`config.mk`:
```
export PLATFORM = sky130hd
export DESIGN_NAME = reg_bank
export DESIGN_NICKNAME = d
export VERILOG_FILES = /design/src/rtl/reg_bank.sv
export SDC_FILE = /design/constraint.sdc
export NUM_CORES = 2
export LEC_CHECK = 0
export ABC_AREA = 1
export BUFFER_PORTS_ARGS = -buffer_cell sky130_fd_sc_hd__buf_2
export CORE_MARGIN = 5
export CORE_UTILIZATION = 40
export DETAILED_ROUTE_END_ITERATION = 10
export PLACE_DENSITY_LB_ADDON = 0.25
export SKIP_LAST_GASP = 1
export SYNTH_ARGS = -nofsm -noshare
export SYNTH_HDL_FRONTEND = slang
export SYNTH_SLANG_ARGS = --single-unit
```
`constraint.sdc`:
```
create_clock -name clk -period 5.1 [get_ports clk]
set_clock_uncertainty 0.05 [all_clocks]
set_input_delay 1.02 -clock clk [delete_from_list [all_inputs] [get_ports clk]]
set_output_delay 1.02 -clock clk [all_outputs]
set_load 0.01 [all_outputs]
```
`src/rtl/reg_bank.sv`:
```
// reg_bank: 32-entry register file with two combinational read ports, one write port and a sticky bad-index flag.
// Optional build macro REG_BANK_BYPASS_EN forwards same-cycle write data to matching read ports.
//
// addr_err state | meaning
// ERR_CLEAN      | no illegal write seen since reset
// ERR_SET        | an illegal write index was seen; held until reset
module reg_bank #(
    parameter int                 DATA_W  = 32,
    parameter logic [DATA_W-1:0]  SP_INIT = DATA_W'(227),
    parameter logic [DATA_W-1:0]  RA_INIT = '0
) (
    input  logic              clk,
    input  logic              reset,
    input  logic              RegWrite,
    input  logic [4:0]        ReadReg1,
    input  logic [4:0]        ReadReg2,
    input  logic [31:0]       WriteReg,
    input  logic [DATA_W-1:0] WriteData,
    output logic [DATA_W-1:0] ReadData1,
    output logic [DATA_W-1:0] ReadData2,
    output logic              addr_err
);

    typedef enum logic {
        ERR_CLEAN = 1'b0,
        ERR_SET   = 1'b1
    } err_state_t;

    err_state_t        err_state, err_next;
    logic [DATA_W-1:0] regs [32];
    logic              idx_legal;
    logic              wr_hit;
    logic [4:0]        wr_idx;

    assign idx_legal = (WriteReg[31:5] == 27'd0);
    assign wr_idx    = WriteReg[4:0];
    // Writes to r0 are legal but never land; r0 stays at its reset value of 0.
    assign wr_hit    = RegWrite && idx_legal && (wr_idx != 5'd0);

    always_ff @(posedge clk) begin
        if (reset) begin
            for (int i = 0; i < 32; i++) begin
                regs[i] <= '0;
            end
            regs[29] <= SP_INIT;
            regs[31] <= RA_INIT;
        end else if (wr_hit) begin
            regs[wr_idx] <= WriteData;
        end
    end

    always_ff @(posedge clk) begin
        if (reset) begin
            err_state <= ERR_CLEAN;
        end else begin
            err_state <= err_next;
        end
    end

    always_comb begin
        err_next = err_state;
        if (RegWrite && !idx_legal) begin
            err_next = ERR_SET;
        end
    end

    assign addr_err = (err_state == ERR_SET);

    always_comb begin
        ReadData1 = (ReadReg1 == 5'd0) ? '0 : regs[ReadReg1];
        ReadData2 = (ReadReg2 == 5'd0) ? '0 : regs[ReadReg2];
`ifdef REG_BANK_BYPASS_EN
        // wr_hit already excludes r0 and illegal indices; reset suppresses forwarding.
        if (wr_hit && !reset && (ReadReg1 == wr_idx)) begin
            ReadData1 = WriteData;
        end
        if (wr_hit && !reset && (ReadReg2 == wr_idx)) begin
            ReadData2 = WriteData;
        end
`else
`endif
    end

endmodule
```
==> impl_metrics.tcl <==
set metrics [dict create \
    status "finished, final reports clean" \
    grt_max_degree 122 \
    rsz0062_at_grt "no" \
    busiest_layer "met2" \
    place_congestion 0.9050 \
    yosys.area.top_type "edfxtp_1" \
    setup.worst_path.start_class "primary input" \
    worstPathRequired_ns 4.03 \
    met1_usage_pct 40.62 \
    syn_avg_cell_area_um2 7.782 \
    r2r-end "addr_err" \
    arrival_ns 3.71 \
    max_slew.worst_pin.slew_ns 1.327 \
    internal_power_mw 14.84 \
    htree_levels 3 \
    die_width_um 386.3 \
    cap_violations 0 \
    detailed_place_hpwl_um 133200 \
    swShare_pct 28.25 \
    fin_crit_ns 4.777 \
    track_usage_pct 30.39 \
    endpoint_kind "output port" \
    r2r_start "addr_err" \
    relSlewSlack_pct 11.45 \
    port_buffers 141 \
    wl_um 232600 \
    reg2reg_slack_ns 4.43 \
    ys_warn_count 0 \
    yosysSeqAreaShare_pct 54.31 \
    vias_per_cell 5.915 \
    synth_commonest_cells "2,049 x nand2_1, 1,794 x nor2_1, 1,024 x edfxtp_1" \
    grt_pass1_vias 50970 \
    finalNonFillerCells 9142 \
    synth_cell_types 21 \
    cts_root_buf "clkbuf_16" \
    first_pass_iters 7 \
    netlist_area_um2 56650 \
    cts_setup_buffers 0 \
    post-route-period-util_pct 93.67 \
    antenna_cells 0 \
    postSynth.asyncResetShare_pct 0 \
    drt_iter0_markers 8386 \
    fin_util_pct 44.87 \
    clockPowerShare_pct 38.2 \
    cts_tree "yes" \
    synth-seq-cells 1025 \
    critPathKind "in2out" \
    hold_viol 0 \
    area_delta_synth_final_pct 11.86 \
    grt-ovfl-total 0 \
    ioPinCount 142 \
    synthCells 7280 \
    p_switching_mw 5.845 \
    synth_enable_flop_cells 1024 \
    postCtsHoldBufs 0 \
    num_vias 54070 \
    setup_tns_ns 0 \
    p_comb_share_pct 13.9 \
    synth_top_area_share_pct 54.28 \
    drive_above_1_share_pct 7.736 \
    fin_nets 7241 \
    min_path_type "reg2reg" \
    place_inst 8937 \
    drt-wirelength-per-cell_um 25.44 \
    initial_core_util_pct 40.11 \
    cts.repair.resized 0 \
    maxSlewViolCount 0 \
    cts_buffers 114 \
    yosysMostFrequentCell "nand2_1" \
    yosys-top-cells-area "edfxtp_1 54%, nand2_1 14%, nor2_1 12%" \
    r2r_cells 2 \
    crit_path_max_fanout 54 \
    dieArea_um2 149300 \
    clock_latency_ns 0.73 \
    clkSinkCount 1025 \
    clkTransAtPathRegs_ns 0.06 \
    core_area_um2 141200 \
    met3_usage_pct 6.527 \
    pwr-share-seq_pct 47.9 \
    drc 0 \
    vdd.ir_drop.worst_v 0.0002836 \
    rows 138 \
    power_density_nw_per_um2 326.4 \
    clk_path_buf_depth 3 \
    postRouteAntennaNets 0 \
    grt_use_met2_pct 46.01 \
    synth_flop_cell "edfxtp_1" \
    crit_start "ReadReg2[0]" \
    cp-endpoint "ReadData2[21]" \
    setup_violations 0 \
    die-height_um 386.3 \
    antenna_found_initial 1 \
    power_leakage_nw 26.09 \
    fmax_mhz 209.3 \
    grt_pass1_wl_um 335700 \
]
==> power groups by stage <==
stage                     logic, mW  registers (mW)  clock network [mW]
after floorplan                1.64            10.0                   0
after global placement         2.76            10.1                   0
after detailed placement       2.79            10.1                   0
after CTS                      2.80            9.90                7.95
after global routing           3.07            9.95                8.30
final                          2.87            9.91                7.90
==> kinds of logic after synthesis <==
group | count (synthesis) | share of synthesized area (%)
other | 1 | 0.006619
AND/OR/NAND/NOR | 4871 | 34.65
flip-flops | 1025 | 54.31
buffers and inverters | 793 | 5.711
AO/OA/AOI/OAI | 590 | 5.318
==> final cells by class <==
cell class / count / area [µm²]
Tap cell: 1890 / 2365
Fill cell: 13750 / 77870
Clock buffer: 144 / 3008
Inverter: 160 / 638.1
Timing Repair Buffer: 370 / 3287
Sequential cell: 1025 / 30770
Multi-Input combinational cell: 5493 / 22870
Clock inverter: 60 / 439.2
==> layer usage <==
metal | part of all wire (%) | vias to the layer above
li1 | - | 23690
met1 | 37 | 25520
met2 | 43 | 4100
met3 | 13 | 760
met4 | 6.4 | 0
met5 | 0 | -
==> flip-flops by register name, summed over array words and instances, names as in the netlist <==
name	flops
regs	1024
addr_err	1
==> layout by cell type, fill, tap and decap left out, types with 2 or more instances in the layout <==
master        n
nor2_4        2
nand2_2      31
buf_12       63
conb_1       32
nand4_1      38
inv_8         5
buf_4       168
nor3_1        9
nand2_1    2018
clkinv_4      2
o21ai_0     438
clkbuf_1     28
edfxtp_1   1024
inv_6         4
clkinv_1     31
buf_8         4
buf_2       133
nand3_1     977
bufinv_16     5
o211ai_1     24
inv_1       151
clkbuf_16   116
a21oi_1     128
nor2_1     1791
clkinv_2     19
==> metrics by stage <==
step	power (mW)	worst slack [ns]	instance area [µm²]	hold WS, ns
finish	20.69	0.3229	63370	0.4535
global route	21.31	0.3474	63370	0.4992
CTS	20.65	0.4823	63340	0.4532
detailed placement	12.86	0.4791	59900	0.4408
global placement	12.82	0.4864	59900	0.4477
floorplan	11.66	1.675	56770	0.4522
==> worst max-delay path, cell delays in order <==
cell	delay [ns]
buf_8	0.18
inv_8	0.41
buf_12	0.27
buf_4	0.40
nand2_1	0.09
nand2_1	0.13
a21oi_1	0.16
nor2_1	0.14
nor2_1	0.08
nor2_1	0.42
buf_2	0.23
==> how the worst min path moves through the flow <==
stage             start       end  cells past startpoint
6_report       addr_err  addr_err                      2
5_1_grt        addr_err  addr_err                      2
4_1_cts        addr_err  addr_err                      2
3_5_place_dp   addr_err  addr_err                      2
3_3_place_gp   addr_err  addr_err                      2
2_1_floorplan  addr_err  addr_err                      2
Power figures use the tool's default switching activity.
